--- src/rtl/vga_pattern_gen_if.sv ---
// Pixel-path bundle between the timing generator / pattern generator / TMDS encoder.
// master: drives pixel coordinates and settings; slave: the pattern generator.
interface vga_pattern_gen_if #(
    parameter int COLOR_W = 8,
    parameter int ADDR_W  = 11
);
    logic [ADDR_W-1:0]    col_addr;
    logic [ADDR_W-1:0]    row_addr;
    logic                 ready;
    logic                 frame_start;
    logic [1:0]           mode;
    logic                 vertical;
    logic [3*COLOR_W-1:0] solid_rgb;
    logic [COLOR_W-1:0]   R;
    logic [COLOR_W-1:0]   G;
    logic [COLOR_W-1:0]   B;
    logic                 de_out;
    logic [1:0]           cur_mode;
    logic [7:0]           frame_cnt;

    modport master (
        output col_addr, row_addr, ready, frame_start, mode, vertical, solid_rgb,
        input  R, G, B, de_out, cur_mode, frame_cnt
    );

    modport slave (
        input  col_addr, row_addr, ready, frame_start, mode, vertical, solid_rgb,
        output R, G, B, de_out, cur_mode, frame_cnt
    );
endinterface

--- src/rtl/vga_pattern_gen.sv ---
// Multi-mode test-pattern generator: colour bars, checkerboard, grey ramp, solid.
// Settings are shadowed per frame; two registered stages give R/G/B/de_out at t+2.
// Optional macro PATTERN_SCROLL_EN: checker scrolls 1 px/frame, bar palette
// rotates every 8 frames. Undefined: static patterns.
module vga_pattern_gen #(
    parameter int COLOR_W    = 8,
    parameter int ADDR_W     = 11,
    parameter int H_ACTIVE   = 1280,
    parameter int V_ACTIVE   = 720,
    parameter int NUM_BARS   = 8,
    parameter int CHECK_LOG2 = 5
) (
    input logic              clk,
    input logic              rst,
    vga_pattern_gen_if.slave bus
);
    localparam logic [ADDR_W:0]  BAR_LEN_V = (ADDR_W+1)'(V_ACTIVE / NUM_BARS);
    localparam logic [ADDR_W:0]  BAR_LEN_H = (ADDR_W+1)'(H_ACTIVE / NUM_BARS);
    localparam logic [ADDR_W:0]  H_LIM     = (ADDR_W+1)'(H_ACTIVE);
    localparam logic [ADDR_W:0]  V_LIM     = (ADDR_W+1)'(V_ACTIVE);
    localparam logic [3:0]       LAST_IDX  = 4'(NUM_BARS - 1);
    localparam logic [COLOR_W-1:0] FULL    = '1;
    localparam logic [COLOR_W-1:0] HALF    = {1'b1, {(COLOR_W-1){1'b0}}};

    // per-frame shadow settings
    logic [1:0]           mode_q;
    logic                 vert_q;
    logic [3*COLOR_W-1:0] solid_q;
    logic [7:0]           frame_cnt_q;

    // stage 1
    logic [3:0]           idx_q, idx_d;
    logic [ADDR_W:0]      bnd_q, bnd_d;
    logic                 s1_ready_q, s1_oor_q, s1_chk_q;
    logic [COLOR_W-1:0]   s1_ramp_q;
    logic [1:0]           s1_mode_q;
    logic [3*COLOR_W-1:0] s1_solid_q;
`ifdef PATTERN_SCROLL_EN
    logic [2:0]           s1_rot_q;
    logic [ADDR_W-1:0]    chk_x;
`endif

    // stage 2
    logic [COLOR_W-1:0]   r_q, g_q, b_q, r_d, g_d, b_d;
    logic                 de_q;

    logic [ADDR_W-1:0]    axis;
    logic [ADDR_W:0]      bar_len;
    logic                 oor, chk_bit;
    logic [2:0]           pal;

    // Shadow registers: settings change only on frame_start
    always_ff @(posedge clk or posedge rst) begin
        if (rst) begin
            mode_q      <= 2'd0;
            vert_q      <= 1'b0;
            solid_q     <= '0;
            frame_cnt_q <= 8'd0;
        end else if (bus.frame_start) begin
            mode_q      <= bus.mode;
            vert_q      <= bus.vertical;
            solid_q     <= bus.solid_rgb;
            frame_cnt_q <= frame_cnt_q + 8'd1;
        end
    end

    // Bar tracker: walks the bar index forward one step per active clock,
    // compared against a running boundary instead of dividing the address
    always_comb begin
        axis    = vert_q ? bus.col_addr : bus.row_addr;
        bar_len = vert_q ? BAR_LEN_H : BAR_LEN_V;
        idx_d   = idx_q;
        bnd_d   = bnd_q;
        if (bus.ready) begin
            if (axis == '0) begin
                idx_d = 4'd0;
                bnd_d = bar_len;
            end else if (({1'b0, axis} >= bnd_q) && (idx_q < LAST_IDX)) begin
                idx_d = idx_q + 4'd1;
                bnd_d = bnd_q + bar_len;
            end
        end
    end

    // Stage-1 per-pixel terms; the shadow values are pipelined so a pixel
    // presented alongside frame_start is still drawn with the old settings
    always_comb begin
        oor = ({1'b0, bus.col_addr} >= H_LIM) || ({1'b0, bus.row_addr} >= V_LIM);
`ifdef PATTERN_SCROLL_EN
        chk_x   = bus.col_addr + ADDR_W'(frame_cnt_q);
        chk_bit = chk_x[CHECK_LOG2] ^ bus.row_addr[CHECK_LOG2];
`else
        chk_bit = bus.col_addr[CHECK_LOG2] ^ bus.row_addr[CHECK_LOG2];
`endif
    end

    // Stage-1 register
    always_ff @(posedge clk or posedge rst) begin
        if (rst) begin
            idx_q      <= 4'd0;
            bnd_q      <= BAR_LEN_V;
            s1_ready_q <= 1'b0;
            s1_oor_q   <= 1'b0;
            s1_chk_q   <= 1'b0;
            s1_ramp_q  <= '0;
            s1_mode_q  <= 2'd0;
            s1_solid_q <= '0;
`ifdef PATTERN_SCROLL_EN
            s1_rot_q   <= 3'd0;
`endif
        end else begin
            idx_q      <= idx_d;
            bnd_q      <= bnd_d;
            s1_ready_q <= bus.ready;
            s1_oor_q   <= oor;
            s1_chk_q   <= chk_bit;
            s1_ramp_q  <= bus.col_addr[COLOR_W-1:0];
            s1_mode_q  <= mode_q;
            s1_solid_q <= solid_q;
`ifdef PATTERN_SCROLL_EN
            s1_rot_q   <= frame_cnt_q[5:3];
`endif
        end
    end

    // Colour select with blanking outside active video
    always_comb begin
        r_d = '0;
        g_d = '0;
        b_d = '0;
`ifdef PATTERN_SCROLL_EN
        pal = idx_q[2:0] + s1_rot_q;
`else
        pal = idx_q[2:0];
`endif
        if (s1_ready_q && !s1_oor_q) begin
            case (s1_mode_q)
                2'd0: begin
                    case (pal)
                        3'd0: r_d = FULL;
                        3'd1: begin r_d = FULL; g_d = HALF; end
                        3'd2: begin r_d = FULL; g_d = FULL; end
                        3'd3: g_d = FULL;
                        3'd4: b_d = FULL;
                        3'd5: begin r_d = HALF; b_d = HALF; end
                        3'd6: ;
                        default: begin r_d = FULL; g_d = FULL; b_d = FULL; end
                    endcase
                end
                2'd1: begin
                    r_d = s1_chk_q ? FULL : '0;
                    g_d = s1_chk_q ? FULL : '0;
                    b_d = s1_chk_q ? FULL : '0;
                end
                2'd2: begin
                    r_d = s1_ramp_q;
                    g_d = s1_ramp_q;
                    b_d = s1_ramp_q;
                end
                default: begin
                    r_d = s1_solid_q[3*COLOR_W-1:2*COLOR_W];
                    g_d = s1_solid_q[2*COLOR_W-1:COLOR_W];
                    b_d = s1_solid_q[COLOR_W-1:0];
                end
            endcase
        end
    end

    // Stage-2 output register
    always_ff @(posedge clk or posedge rst) begin
        if (rst) begin
            r_q  <= '0;
            g_q  <= '0;
            b_q  <= '0;
            de_q <= 1'b0;
        end else begin
            r_q  <= r_d;
            g_q  <= g_d;
            b_q  <= b_d;
            de_q <= s1_ready_q;
        end
    end

    assign bus.R         = r_q;
    assign bus.G         = g_q;
    assign bus.B         = b_q;
    assign bus.de_out    = de_q;
    assign bus.cur_mode  = mode_q;
    assign bus.frame_cnt = frame_cnt_q;
endmodule

--- src/flat_wrapper.sv ---
// flat-port wrapper written by rule: the top's interface ports become plain ports
module vga_pattern_gen_flat 
#(
    parameter int COLOR_W    = 8,
    parameter int ADDR_W     = 11,
    parameter int H_ACTIVE   = 1280,
    parameter int V_ACTIVE   = 720,
    parameter int NUM_BARS   = 8,
    parameter int CHECK_LOG2 = 5
)
  (clk, rst, bus_col_addr, bus_row_addr, bus_ready, bus_frame_start, bus_mode, bus_vertical, bus_solid_rgb, bus_R, bus_G, bus_B, bus_de_out, bus_cur_mode, bus_frame_cnt);
  vga_pattern_gen_if #(.COLOR_W(COLOR_W), .ADDR_W(ADDR_W)) bus_i ();
  input logic clk;
  input logic rst;
  input wire logic [$bits(bus_i.col_addr)-1:0] bus_col_addr;
  input wire logic [$bits(bus_i.row_addr)-1:0] bus_row_addr;
  input wire logic [$bits(bus_i.ready)-1:0] bus_ready;
  input wire logic [$bits(bus_i.frame_start)-1:0] bus_frame_start;
  input wire logic [$bits(bus_i.mode)-1:0] bus_mode;
  input wire logic [$bits(bus_i.vertical)-1:0] bus_vertical;
  input wire logic [$bits(bus_i.solid_rgb)-1:0] bus_solid_rgb;
  output wire logic [$bits(bus_i.R)-1:0] bus_R;
  output wire logic [$bits(bus_i.G)-1:0] bus_G;
  output wire logic [$bits(bus_i.B)-1:0] bus_B;
  output wire logic [$bits(bus_i.de_out)-1:0] bus_de_out;
  output wire logic [$bits(bus_i.cur_mode)-1:0] bus_cur_mode;
  output wire logic [$bits(bus_i.frame_cnt)-1:0] bus_frame_cnt;
  assign bus_i.col_addr = bus_col_addr;
  assign bus_i.row_addr = bus_row_addr;
  assign bus_i.ready = bus_ready;
  assign bus_i.frame_start = bus_frame_start;
  assign bus_i.mode = bus_mode;
  assign bus_i.vertical = bus_vertical;
  assign bus_i.solid_rgb = bus_solid_rgb;
  assign bus_R = bus_i.R;
  assign bus_G = bus_i.G;
  assign bus_B = bus_i.B;
  assign bus_de_out = bus_i.de_out;
  assign bus_cur_mode = bus_i.cur_mode;
  assign bus_frame_cnt = bus_i.frame_cnt;
  vga_pattern_gen #(.COLOR_W(COLOR_W), .ADDR_W(ADDR_W), .H_ACTIVE(H_ACTIVE), .V_ACTIVE(V_ACTIVE), .NUM_BARS(NUM_BARS), .CHECK_LOG2(CHECK_LOG2)) u_core (.clk(clk), .rst(rst), .bus(bus_i));
endmodule
--- config.mk ---
export PLATFORM = sky130hd
export DESIGN_NAME = vga_pattern_gen_flat
export DESIGN_NICKNAME = d
export VERILOG_FILES = /design/src/rtl/vga_pattern_gen_if.sv /design/src/rtl/vga_pattern_gen.sv /design/src/flat_wrapper.sv
export SDC_FILE = /design/constraint.sdc
export NUM_CORES = 1
export LEC_CHECK = 0
export ABC_AREA = 1
export CAP_MARGIN = 0
export CORE_UTILIZATION = 53
export DETAILED_ROUTE_END_ITERATION = 8
export GPL_TIMING_DRIVEN = 1
export HOLD_SLACK_MARGIN = 0.08
export PLACE_DENSITY = 0.87
export RECOVER_POWER = 100
export SYNTH_ARGS = -nofsm -noshare
export SYNTH_HDL_FRONTEND = slang
export SYNTH_SLANG_ARGS = --single-unit
--- constraint.sdc ---
create_clock -name clk -period 5.2 [get_ports clk]
set_input_delay 1.04 -clock clk [delete_from_list [all_inputs] [get_ports clk]]
set_output_delay 1.04 -clock clk [all_outputs]
set_load 0.03 [all_outputs]
# Yosys cells after proc, flatten, opt, wreduce, memory -nomap -nowiden
# Cells that the tools add are included.
# totals
elab_cells	60
reg_bits	113
in_bits	53
# op_classes
reduce_logical	12
add_sub_neg	3
magnitude_cmp	4
bitwise	1
n_eq_ne	8
mux	16
# op_table
cell	count
$pmux 8 s3	3
$pmux 8 s2	3
$mux 8	5
$mux 12	2
$add 12x12->12	1
$ge 11x12->1	1
$ge 11x10->1 const B	1
$ge 11x11->1 const B	1
$logic_not 11->1	1
$mux 11	1
$eq 3x3->1 const B	3
$add 8x1->8 const B	1
$mux 4	2
$eq 3x2->1 const B	2
$reduce_or 5->1	1
$add 4x1->4 const B	1
$lt 4x3->1 const B	1
$reduce_or 4->1	1
$eq 3x1->1 const B	1
$logic_not 3->1	1
$reduce_or 3->1	1
$eq 2x1->1 const B	1
$eq 2x2->1 const B	1
$logic_and 1x1->1	2
6 further kinds	6

# Logic depth before layout (Yosys ltp)
# depth
depth_word	5
ltp_mapped	17
depth_no_buf	16

# Worst setup path after synthesis
# OpenSTA, ideal clock, no wires.
# synth_path
path_type	input-to-reg
from	in bus_col_addr[10]
to	reg u_core.bnd_q[2]
slack_ns	2.733
setup_ns	0.118
stages	17
n_path_buf	1
arrival_ns	2.349
cell_sequence	inv_1 -> nand2_1 -> o21ai_2 -> inv_1 -> ha_1 -> inv_1 -> nor2_1 -> nand2_1 -> nor2_1 -> nand2_1 -> nand3_1 -> nand2_1 -> nand2_2 -> nand2_4 -> buf_6 -> nand2_1 -> nand2_1
# synth_between
elab_chain_cells	5
word_cells_on_any_way	7
# synth_lines
element	line_no	source
start: declaration	flat_wrapper.sv:15	input wire logic [$bits(bus_i.col_addr)-1:0] bus_col_addr;
$mux 11 (*)	vga_pattern_gen.sv:70	axis = vert_q ? bus.col_addr : bus.row_addr;
$ge 11x12->1	vga_pattern_gen.sv:78	end else if (({1'b0, axis} >= bnd_q) && (idx_q < LAST_IDX)) begin
$logic_and 1x1->1	vga_pattern_gen.sv:78	
$reduce_bool 2->1 (no source line)	-	
$reduce_and 2->1 (no source line)	-	
end signal: assignment	vga_pattern_gen.sv:113	bnd_q <= bnd_d;
end: declaration	vga_pattern_gen.sv:33	logic [ADDR_W:0] bnd_q, bnd_d;
# Mark *: on every way between the ends. The rest lies on a longest branch, timed or not.
# A chain may end at the register's enable or synchronous reset.

==> key figures <==
Die
  • I/O Pins: 88
  • Die width: 101 um
  • Row cnt: 35
  • Die Area: 10100 um^2
  • Initial Utilization: 0.554
  • Core ar.: just over 9000 um^2
  • Die Y-Extent: a little over 100 um

Logic synthesis
  • Mean Syn Cell Area: 8.72 um^2
  • Post-synth top area share: 0.523
  • Cells after Synth: 592
  • Flops & latches, synth: roughly 110
  • Post-synth EDFFs: 0
  • Cell accounting for the most synthesized area: dfrtp_1
  • Synth async-reset ratio: 1.00
  • Synth Flop Type: dfrtp_1
  • Top post-synthesis cells by area: dfrtp_1, nand2_1, ha_1, inv_1, a21oi_1
  • Synthesized Nets: 669
  • Post-synthesis instance area: 5160 um^2
  • Distinct cells, synth: 34
  • Register area share after synthesis: 0.544
  • Ys Warns: 0

Finish
  • Fillers: 739
  • NumNets Final: 754
  • Most common cell after layout, fill and taps aside: nand2_1
  • Most frequent cells in the layout: nand2_1, dfrtp_1, inv_1
  • Reg area: 2810 um^2
  • Area of the multi-input gates: 2020 um^2
  • # diodes: 0
  • Area grow syn2layout: 22.8%
  • Post-route cell area: between 6000 and 7000 um^2
  • Layout cells sized above 1: 0.0601
  • Non-filler instance count after layout: 811

Clock tree
  • Clk pin slew, worst setup/hold paths: 0.12 ns
  • Worst-skew pair later-pin latency: 0.38 ns
  • Post-CTS Setup Inserts: 0
  • H-Tree Depth: 3
  • Num CTS Buffers: 9
  • TritonCTS Sinks: 112
  • Clock tree buffer depth: 2
  • Cts hold-fix bufs: 0
  • Root Buffer: clkbuf_8
  • CTS tree: yes
  • Post_cts resized: 0

STA
  • Min Tclk post-route: 3.94 ns
  • Clk_skew: 0.0178 ns
  • Slew @ Worst Pin: between 3 and 4 ns
  • Fmax: 254 MHz
  • Slew Limit Fails: 74
  • Setup TNS: 0 ns
  • Final period utilization: 0.758
  • Final Hold Viols: 0
  • RSZ-0062 raised after global routing: no
  • Worst hold margin: between 0.3 and 0.4 ns
  • Setup Viol. Count Final: 0
  • Slew HR: -1.10

Placement
  • Placed Area: 6130 um^2
  • Placer Congestion: between 0.8 and 0.9
  • HPWL Detailed: 8870 um
  • I/O Buffers: 87
  • Cell count after placement: 795

Power and ir drop
  • P_leak: 3.33 nW
  • Combinational share of power: 0.364
  • Clock power frac: 0.201
  • Sequential share of power: 0.435
  • Worst VDD drop: 317 uV
  • Switching Share: 0.400
  • Switch Pwr: 0.00105 W
  • PD cells: around 420 nW/um^2
  • Pint: around 0.0016 W

Drt
  • Routed wire per std cell: 14.6 um
  • Drt pass-1 iters: 7
  • Vias/cell: 5.19
  • DR vias: 4209
  • Initial DRC count: between 200 and 300
  • ANT nets after route: 0
  • DRC violations left: 0
  • Routed WL: 11800 um

Setup path
  • Worst reg-to-reg setup slack: 1.92 ns
  • CP required: 5.48 ns
  • CP arrival: 4.22 ns
  • Critical path's largest stage delay: 0.92 ns
  • Top cell family by delay on the critical path: buffers and inverters
  • Crit Reg-Reg Startpoint: u_core.vert_q$_DFFE_PP0P_
  • R2R depth: 15
  • Startpoint types: primary input
  • Max FO, Critical Path: 32
  • Slowest cell on crit path: clkbuf_1
  • WP depth: 7
  • Worst-path cell chain: clkdlybuf4s50_1, clkbuf_1, inv_1, nor4_1, nand3_1, xor2_1, inv_1
  • R2r endpoint: u_core.idx_q[0]$_DFFE_PP0P_
  • Crit end category: register
  • Critical path buffers and inverters: 4
  • Critical path type: primary input to register
  • End of the critical path: u_core.bus.frame_cnt[7]$_DFFE_PP0P_
  • Setup crit start: bus_frame_start
  • Most used cell, CP: inv_1

Global route
  • First-pass GRT wire length: 19300 um
  • Vias in the first global route: 4024
  • GRT Overall Usage: 0.249
  • Largest net degree at the start of global routing: 74
  • Grt ovf: 0
  • Antenna violations before repair: 1

Worst hold path
  • Type of the worst min-delay path: register to register

Status
  • Status: finished, violations left
  • Violated checks: max-capacitance violations, max-slew violations

Job
  • Max Cap Violations: 1
==> layer usage <==
layer / wire (um) / share of wire / track usage / vias to the layer above
met1: 5220 / 0.44 / 0.333 / 1995
li1: - / - / - / 2026
met4: 246 / 0.021 / 0.0814 / 2
met3: 736 / 0.062 / 0.0444 / 19
met5: 13 / 0.0011 / 0 / -
met2: 5600 / 0.47 / 0.414 / 167
==> worst min path at each step <==
stage / startpoint / slack (ns) / cells after the start / endpoint
after floorplan: u_core.s1_ready_q$_DFF_PP0_ / 0.35 / 0 / u_core.bus.de_out$_DFF_PP0_
after global placement: u_core.s1_ready_q$_DFF_PP0_ / 0.36 / 0 / u_core.bus.de_out$_DFF_PP0_
after detailed placement: u_core.solid_q[17]$_DFFE_PP0P_ / 0.36 / 0 / u_core.s1_solid_q[17]$_DFF_PP0_
after CTS: u_core.solid_q[17]$_DFFE_PP0P_ / 0.39 / 0 / u_core.s1_solid_q[17]$_DFF_PP0_
after global routing: u_core.solid_q[12]$_DFFE_PP0P_ / 0.41 / 0 / u_core.s1_solid_q[12]$_DFF_PP0_
final: u_core.solid_q[17]$_DFFE_PP0P_ / 0.39 / 0 / u_core.s1_solid_q[17]$_DFF_PP0_
==> flip-flops by register name (all words and copies together) (netlist names), 2 cells and up <==
register              count
u_core.s1_ramp_q          8
u_core.bus.G              8
u_core.bus.B              8
u_core.bus.cur_mode       2
u_core.bnd_q             11
u_core.idx_q              4
u_core.s1_solid_q        24
u_core.bus.R              8
u_core.bus.frame_cnt      8
u_core.s1_mode_q          2
u_core.solid_q           24
==> synthesized netlist by cell type, types with 3 or more instances <==
library cell and instances:
nand2_1 219, o21ai_2 7, xnor2_1 3, inv_1 64, dfrtp_1 108, ha_1 24
clkbuf_1 10, nand2_2 3, nand3_1 15, dfstp_2 4, nor2_1 26, nand4_1 7
buf_6 3, a21oi_1 39, o21ai_0 27, o21a_1 3, xor2_1 9
==> kinds of logic (layout without fill, tap and decap cells) <==
family                     count (synthesis)  after routing  share of synthesized area
AOI/OAI and AO/OA                         83             83                     0.0926
xor gates and xnor gates                  12             12                     0.0204
adders and majority gates                 24             24                     0.0582
buffers and inverters                     80            170                     0.0632
DFF                                      112            112                      0.544
and+or+nand+nor                          281            281                      0.222
==> layout make-up <==
| type | count | share of cell area |
|---|---|---|
| inverters | 65 | 0.0387 |
| clock buffers | 9 | 0.0195 |
| well taps | 129 | 0.0255 |
| multi-input cells | 400 | 0.319 |
| repair buffers | 89 | 0.139 |
| clock inverters | 7 | 0.0152 |
| flip-flops and latches | 112 | 0.443 |
==> per-stage QoR <==
stage	setup slack, ns	util	total power [W]
final	1.26	0.680	0.00263
after CTS	2.26	0.681	0.00266
after detailed placement	1.85	0.657	0.00213
after global routing	0.948	0.680	0.00281
after floorplan	1.21	-	0.00182
after global placement	2.00	0.657	0.00208
==> power groups by stage <==
stage / clock network [W] / registers, W / logic [W]
global route: 0.000564 / 0.00116 / 0.00109
detailed placement: 0 / 0.00116 / 0.000972
global placement: 0 / 0.00115 / 0.000926
finish: 0.000529 / 0.00115 / 0.000959
floorplan: 0 / 0.00119 / 0.000629
CTS: 0.000536 / 0.00114 / 0.000981
Power figures use the tool's default switching activity.
